[src/rtl/key_debounce_pkg.sv]
// Shared types and constants for the key debounce block.
// Channel FSM state encoding and the short debounce interval used in simulation.
package key_debounce_pkg;

    typedef enum logic [1:0] {
        RELEASED     = 2'd0,
        CONF_PRESS   = 2'd1,
        PRESSED      = 2'd2,
        CONF_RELEASE = 2'd3
    } kd_state_e;

    localparam int unsigned DEBOUNCE_CYCLES_SIM = 8;

endpackage

[src/rtl/key_debounce_channel.sv]
// One key channel: synchroniser, polarity normalisation and counter-qualified FSM.
// Handshake: none; key_o is a level, press_o/release_o are single-cycle pulses aligned with key_o changes.
module debounce_channel
    import key_debounce_pkg::*;
#(
    parameter int unsigned DEBOUNCE_CYCLES = 1_000_000,
    parameter int unsigned CNT_W           = 20,
    parameter int unsigned SYNC_STAGES     = 2,
    parameter bit          ACTIVE_LOW      = 1'b1
) (
    input  logic       clk,
    input  logic       rst,
    input  logic       key_i,
    output logic       key_o,
    output logic       press_o,
    output logic       release_o,
    output logic [1:0] state_o
);

    localparam logic [CNT_W-1:0] CNT_LAST = CNT_W'(DEBOUNCE_CYCLES - 1);
    localparam logic [CNT_W-1:0] CNT_ONE  = CNT_W'(1);

    logic [SYNC_STAGES-1:0] sync_q;
    logic                   s;

    kd_state_e        state_q, state_d;
    logic [CNT_W-1:0] cnt_q, cnt_d;
    logic             key_q, key_d;
    logic             press_q, press_d;
    logic             release_q, release_d;

    always_ff @(posedge clk) begin
        if (rst) begin
            sync_q <= {SYNC_STAGES{ACTIVE_LOW}};
        end else begin
            sync_q <= {sync_q[SYNC_STAGES-2:0], key_i};
        end
    end

    assign s = sync_q[SYNC_STAGES-1] ^ ACTIVE_LOW;

    // The sample that moves us into a CONF state is itself the first stable
    // sample, so the count starts at one on entry.
    always_comb begin
        state_d   = state_q;
        cnt_d     = cnt_q;
        key_d     = key_q;
        press_d   = 1'b0;
        release_d = 1'b0;
        case (state_q)
            RELEASED: begin
                cnt_d = '0;
                if (s) begin
                    state_d = CONF_PRESS;
                    cnt_d   = CNT_ONE;
                end
            end
            CONF_PRESS: begin
                if (!s) begin
                    state_d = RELEASED;
                    cnt_d   = '0;
                end else if (cnt_q == CNT_LAST) begin
                    state_d = PRESSED;
                    cnt_d   = '0;
                    key_d   = 1'b1;
                    press_d = 1'b1;
                end else begin
                    cnt_d = cnt_q + CNT_ONE;
                end
            end
            PRESSED: begin
                cnt_d = '0;
                if (!s) begin
                    state_d = CONF_RELEASE;
                    cnt_d   = CNT_ONE;
                end
            end
            CONF_RELEASE: begin
                if (s) begin
                    state_d = PRESSED;
                    cnt_d   = '0;
                end else if (cnt_q == CNT_LAST) begin
                    state_d   = RELEASED;
                    cnt_d     = '0;
                    key_d     = 1'b0;
                    release_d = 1'b1;
                end else begin
                    cnt_d = cnt_q + CNT_ONE;
                end
            end
            default: begin
                state_d = RELEASED;
                cnt_d   = '0;
                key_d   = 1'b0;
            end
        endcase
    end

    always_ff @(posedge clk) begin
        if (rst) begin
            state_q   <= RELEASED;
            cnt_q     <= '0;
            key_q     <= 1'b0;
            press_q   <= 1'b0;
            release_q <= 1'b0;
        end else begin
            state_q   <= state_d;
            cnt_q     <= cnt_d;
            key_q     <= key_d;
            press_q   <= press_d;
            release_q <= release_d;
        end
    end

    assign key_o     = key_q;
    assign press_o   = press_q;
    assign release_o = release_q;
    assign state_o   = state_q;

endmodule

[src/rtl/key_debounce.sv]
// Debounce front end for the board keys: one independent channel per key.
// state_dbg_o packs each channel's FSM state, two bits per key, key 0 in the low bits.
module key_debounce
    import key_debounce_pkg::*;
#(
    parameter int unsigned N_KEYS          = 5,
    parameter int unsigned DEBOUNCE_CYCLES = 1_000_000,
    parameter int unsigned CNT_W           = 20,
    parameter int unsigned SYNC_STAGES     = 2,
    parameter bit          ACTIVE_LOW      = 1'b1
) (
    input  logic                  clk,
    input  logic                  rst,
    input  logic [N_KEYS-1:0]     key_in,
    output logic [N_KEYS-1:0]     key_out,
    output logic [N_KEYS-1:0]     key_press,
    output logic [N_KEYS-1:0]     key_release,
    output logic [2*N_KEYS-1:0]   state_dbg_o
);

    for (genvar g = 0; g < N_KEYS; g++) begin : g_ch
        debounce_channel #(
            .DEBOUNCE_CYCLES (DEBOUNCE_CYCLES),
            .CNT_W           (CNT_W),
            .SYNC_STAGES     (SYNC_STAGES),
            .ACTIVE_LOW      (ACTIVE_LOW)
        ) u_ch (
            .clk       (clk),
            .rst       (rst),
            .key_i     (key_in[g]),
            .key_o     (key_out[g]),
            .press_o   (key_press[g]),
            .release_o (key_release[g]),
            .state_o   (state_dbg_o[2*g +: 2])
        );
    end

endmodule

[config.mk]
export PLATFORM = sky130hd
export DESIGN_NAME = key_debounce
export DESIGN_NICKNAME = d
export VERILOG_FILES = /design/src/rtl/key_debounce_pkg.sv /design/src/rtl/key_debounce_channel.sv /design/src/rtl/key_debounce.sv
export SDC_FILE = /design/constraint.sdc
export NUM_CORES = 1
export LEC_CHECK = 0
export ABC_AREA = 0
export CELL_PAD_IN_SITES_DETAIL_PLACEMENT = 0
export CELL_PAD_IN_SITES_GLOBAL_PLACEMENT = 1
export CORE_UTILIZATION = 45
export DETAILED_ROUTE_END_ITERATION = 12
export GPL_TIMING_DRIVEN = 0
export MAX_ROUTING_LAYER = met4
export PLACE_DENSITY_LB_ADDON = 0.1
export SETUP_SLACK_MARGIN = 0.3
export SLEW_MARGIN = 20
export SYNTH_ARGS = -nofsm -noshare
export SYNTH_HDL_FRONTEND = slang
export SYNTH_HIERARCHICAL = 1
export SYNTH_SLANG_ARGS = --single-unit
[constraint.sdc]
create_clock -name clk -period 3.4 [get_ports clk]
set_input_delay 0.68 -clock clk [delete_from_list [all_inputs] [get_ports clk]]
set_output_delay 0.68 -clock clk [all_outputs]
set_load 0.01 [all_outputs]
After elaboration in Yosys (flattened, before gate mapping)

Cells that the tools add are included.

Bits in registers: 135
Output and inout bits: 25

$add $sub $neg: 5
Equal/unequal tests: 60
Muxes and demuxes: 95
Bitwise gates (word level): 15
Reductions and logical operators: 30

Operators with widths:

| kind                                                                     | number |
|---|---|
| 20-bit one-hot mux with 4 select lines                                   | 5 |
| 20-bit 2-to-1 mux                                                        | 15 |
| 20-bit by 1-bit adder with 20-bit output (second input constant)         | 5 |
| 20-bit == test (second input constant)                                   | 5 |
| 2-bit 2-to-1 mux                                                         | 30 |
| 2-bit by 1-bit inequality test with 1-bit output (second input constant) | 20 |
| 2-bit one-hot mux with 4 select lines                                    | 5 |
| 1-bit 2-to-1 mux                                                         | 35 |
| 3-bit OR reduction                                                       | 10 |
| 5-bit AND reduction                                                      | 5 |
| 2-bit == test (second input constant)                                    | 10 |
| 2-bit inequality test (second input constant)                            | 10 |
| 4-bit AND reduction                                                      | 5 |
| 3-bit by 1-bit inequality test with 1-bit output (second input constant) | 5 |
| 3-bit inequality test (second input constant)                            | 5 |
| 1-bit inverter                                                           | 15 |
| 2-bit by 1-bit == test with 1-bit output (second input constant)         | 5 |
| 2-bit logical NOT                                                        | 5 |
| 1-bit one-hot mux with 2 select lines                                    | 5 |
| 2-bit nonzero test                                                       | 5 |

Depth between registers and ports, before layout

Depth after elaboration: 4
Gate-level depth with buffers: 7

Hierarchy

The synthesis kept the hierarchy.

By module, submodules not included:

| module                               | instances | cells each | area each (µm²) |
|---|---|---|---|
| debounce_channel at g_ch[0].u_ch ... | 4         | 138        | 1204.9 |
| debounce_channel at g_ch[4].u_ch     | 1         | 136        | 1272.5 |

Worst setup path after synthesis

Ideal clock, no wire load.

Kind: reg2reg
Start point: register g_ch[0].u_ch.cnt_q[11]
End point: register g_ch[0].u_ch.key_q
Arrival: 2.082 ns
Required time: 3.278 ns
Setup slack: 1.196 ns
Cell stages (with the launch flop): 7
Buffers on the path: 2
Cells stage by stage: dfxtp_1 > buf_6 > or4_1 > or4_1 > buf_2 > or2_1 > a311o_1

Longest elaborated chain between the ends: 3
Elaborated cells between the ends (all ways): 4

Ends and longest elaborated chain:

| item                                                       | line                                                   | RTL |
|---|---|---|
| start: declaration                                         | key_debounce_channel.sv:27                             | `logic [CNT_W-1:0] cnt_q, cnt_d;` |
| start signal: assignment                                   | key_debounce_channel.sv:108                            | `cnt_q <= cnt_d;` |
| 20-bit == test (*)                                         | key_debounce_channel.sv:62, key_debounce_channel.sv:82 |  |
| 2-bit by 1-bit inequality test with 1-bit output (no line) | --                                                     |  |
| 5-bit AND reduction (no line) (*)                          | --                                                     |  |
| end signal: assignment                                     | key_debounce_channel.sv:109                            | `key_q <= key_d;` |
| end: declaration                                           | key_debounce_channel.sv:28                             | `logic key_q, key_d;` |

Every way passes the cells marked *; elsewhere a longest branch is shown, timed or not.
A chain may end at the register's enable or synchronous reset.

Worst setup path in the final report

Start point: register g_ch[0].u_ch.cnt_q[11]
End point: register g_ch[0].u_ch.cnt_q[11]

Longest elaborated chain between the ends: 4
Elaborated cells between the ends (all ways): 6

Ends and longest elaborated chain:

| item                                                                       | line                                                   | RTL |
|---|---|---|
| 20-bit by 1-bit adder with 20-bit output or 20-bit == test (tied branches) | --                                                     |  |
| 20-bit 2-to-1 mux (*)                                                      | key_debounce_channel.sv:62, key_debounce_channel.sv:82 |  |
| 20-bit 2-to-1 mux (on tied branches)                                       | key_debounce_channel.sv:79, key_debounce_channel.sv:59 |  |
| 20-bit one-hot mux with 4 select lines (*)                                 | key_debounce_channel.sv:50                             | `case (state_q)` |

Marks and branches as above.

==> summary.md <==
| Metric | Value |
|---|---|
| Die X-Extent | 118 um |
| Seq pwr share | 45.4% |
| Pin count of the biggest net entering global routing | 29 |
| Iteration-0 DRC Markers | 343 |
| Netlist cell types | 48 |
| F_max | 0.406 GHz |
| Area Overhead vs Synth | 18.9% |
| Share of post-route cells with drive strength above 1 | 9.19% |
| R2r endpoint | g_ch[0].u_ch/cnt_q[11]$_SDFF_PP0_ |
| DRT Pass-1 Iters | 5 |
| Gr usage total | 20.1% |
| IO buf count | 31 |
| Skew-Pair Late Insertion Delay | 0.41 ns |
| Power share of the clock group | a little over half |
| Initial Util | 46.0% |
| Crit path from | g_ch[0].u_ch/cnt_q[11]$_SDFF_PP0_ |
| Clock Path Buffers | 2 |
| Static Leak | 2.29 nW |
| Final min period | 2.46 ns |
| Setup TNS | 0 ns |
| Post-synthesis sequential area ratio | approximately 44% |
| Crit path max fanout | 10 |
| CTS Buf Count | 17 |
| Met1 usage | 26.8% |
| Net Sw Power | 0.679 mW |
| Total grt overflow | 0 |
| Crit start category | flip-flop |
| Critical Path AT | 2.76 ns |
| Vias/cell | 5.45 |
| Synth Register Bits | 135 |
| Dpl hpwl | 9070 um |
| # DRC | 0 |
| Worst Reg-to-Reg Cells | 7 |
| Post-route cell area | 0.00725 mm2 |
| P_int | 2.85 mW |
| Post-CTS sizing | 0 |
| CP required | 3.70 ns |
| DRT antenna net count | 0 |
| DP Area | 0.00662 mm2 |
| Setup CP Type | reg2reg |
| Peak supply drop | between 0.3 and 0.4 mV |
| Mapped Area | 0.00609 mm2 |
| Syn. warnings | 6 |
| # fillers | 1254 |
| Vias in the first global route | 4785 |
| FFs w/ async S/R, synth | 0% |
| GR peak layer | met2 |
| R2R Setup Slk | ~0.94 ns |
| Initial antenna violation count | 0 |
| Main synth FF type | dfxtp_1 |
| CTS tree | done |
| NumNets Final | 750 |
| Total power divided by cell area | around 490 mW/mm2 |
| Core Rows | 42 |
| N_diodes | 0 |
| Die Area | 0.0140 mm2 |
| Core area | 0.0132 mm2 |
| Syn Nets | 700 |
| Critical Path End Type | flip-flop |
| Post-synth EDFFs | 0 |
| Status | complete, no violations |
| Unrepaired setup endpoints after global routing | no |
| Final setup fails | 0 |
| Total Wirelength | ~13000 um |
| Final hold violations | 0 |
| First-pass GRT wire length | between 20000 and 25000 um |
| Cts-stage hold buffer count | 0 |
| Post-CTS setup buffers | 0 |
| CTS root buf | clkbuf_16 |
| HP Class | reg2reg |
| M2 GR Usage | between 20 and 30% |
| Slew Viols, Final | 0 |
| CTS H-tree depth | 4 |
| Final core occ | 54.7% |
| Final worst-path cycle share | 72.4% |
| Switching share of total power | 19.2% |
| Via count | 5051 |
| Worst rel slew slack | 27.8% |
| Met3 usage | 4.58% |
| Worst R2R Start | g_ch[0].u_ch/cnt_q[11]$_SDFF_PP0_ |
| Slew @ Worst Pin | 1.08 ns |
| Crit path to | g_ch[0].u_ch/cnt_q[11]$_SDFF_PP0_ |
| Clock skew | between 0.006 and 0.007 ns |
| Routability cong. | 0.820 |
| Comb power frac | 1.3% |
| IO Pins | 32 |
| Max Cap Viol | 0 |
| Die height | 118 um |
| Avg WL per Cell | 13.7 um |
| Mean area per synthesized cell | just under 9 um2 |
| Sink Count | 135 |
| Clk slew on worst S/H paths | 0.05 ns |
| Mapped Cells | approximately 690 |
## power by group through the flow
stage / Sequential (mW) / Combinational (mW) / Clock [mW]
after floorplan: 1.64 / 0.0221 / 0
after global placement: 1.64 / 0.0465 / 0
after detailed placement: 1.64 / 0.0471 / 0
after CTS: 1.60 / 0.0476 / 1.92
after global routing: 1.60 / 0.0536 / 1.99
final: 1.60 / 0.0473 / 1.88
## metrics by stage
stage | hold slack, ns | cells | worst slack [ns] | power (mW)
after floorplan | 0.389 | 688 | 1.20 | 1.66
after global placement | 0.393 | 895 | 0.551 | 1.68
after detailed placement | 0.396 | 895 | 0.534 | 1.68
after CTS | 0.409 | 927 | 0.943 | 3.57
after global routing | 0.424 | 927 | 0.815 | 3.65
final | 0.407 | 927 | 0.937 | 3.53
## critical path: stages, from the launching register on
cell and delay [ns]:
dfxtp_1 0.30, buf_6 0.13, or4_1 0.49, or4_1 0.52
buf_2 0.17, o21ai_2 0.40, buf_4 0.27, nor2_1 0.06
## worst min-delay path by stage
stage,slack (ns),to,startpoint,depth (start not counted)
2_1_floorplan,0.39,g_ch[0].u_ch/sync_q[1]$_SDFF_PP1_,g_ch[0].u_ch/sync_q[0]$_SDFF_PP1_,1
3_3_place_gp,0.39,g_ch[0].u_ch/sync_q[1]$_SDFF_PP1_,g_ch[0].u_ch/sync_q[0]$_SDFF_PP1_,1
3_5_place_dp,0.40,g_ch[4].u_ch/sync_q[1]$_SDFF_PP1_,g_ch[4].u_ch/sync_q[0]$_SDFF_PP1_,1
4_1_cts,0.41,g_ch[4].u_ch/sync_q[1]$_SDFF_PP1_,g_ch[4].u_ch/sync_q[0]$_SDFF_PP1_,1
5_1_grt,0.42,g_ch[4].u_ch/sync_q[1]$_SDFF_PP1_,g_ch[4].u_ch/sync_q[0]$_SDFF_PP1_,1
6_report,0.41,g_ch[4].u_ch/sync_q[1]$_SDFF_PP1_,g_ch[4].u_ch/sync_q[0]$_SDFF_PP1_,1
## sequential cells by signal, summed over array words and instances (netlist names), named ones only
register             count
g_ch.u_ch/cnt_q        100
g_ch.u_ch/sync_q        10
g_ch.u_ch/key_o          5
g_ch.u_ch/press_o        5
g_ch.u_ch/release_o      5
g_ch.u_ch/state_o        5
## placed cells by master (no fill, tap or decap), types with 5 or more instances in the layout
cell type	instances
dfxtp_1	135
o21ai_0	25
nand3_1	40
nor4b_1	11
a21oi_1	42
clkbuf_8	8
nand4_1	29
nand2_1	36
a211oi_1	5
nor4_1	15
clkbuf_16	17
xnor2_1	29
nor3_1	19
or4_1	24
buf_6	5
o31ai_1	8
ha_1	5
and3_1	12
and2_1	5
or2_2	10
or3_1	29
nand2b_1	9
clkdlybuf4s50_1	31
xor2_1	33
nor2_1	74
inv_1	27
buf_4	5
and4_1	5
## per-layer routing
layer,wire length (um),up-vias
li1,-,2593
met1,6470,2370
met2,5660,78
met3,464,10
met4,142,0
met5,0,-
## cells in the mapped netlist (8+ instances only)
library cell  instances  area [um2]
o21ai_0              25         125
xnor2_1              29         254
or2_2                10        62.6
or4_1                24         180
dfxtp_1             135        2700
nand2b_1              9        56.3
inv_1                27         101
nor4_1               15        93.8
a21oi_1              42         210
nor4b_1              11        96.3
nand4_1              29         181
nand3_1              40         200
o31ai_1               8        60.1
nor3_1               19        95.1
or3_1                29         181
nand2_1              36         135
and3_1               12        75.1
nor2_1               74         278
xor2_1               33         289
## layout make-up
type | instances | area, um2 | area share [%]
multi-input cells | 508 | 3160 | 43.6
plain buffers | 18 | 129 | 1.78
clock inverters | 7 | 87.6 | 1.21
flip-flops and latches | 135 | 2700 | 37.3
repair buffers | 31 | 310 | 4.28
well taps | 176 | 220 | 3.04
inverters | 27 | 101 | 1.40
clock buffers | 25 | 536 | 7.39
## cells by family after synthesis
kind of cell	after synthesis	share of synthesized area (%)
compound gates	101	10.4
xor+xnor	62	8.91
fa+ha+maj	5	1.03
buf+inv	45	3.78
flops	135	44.4
simple gates	340	31.6
(Power assumes the default switching activity.)
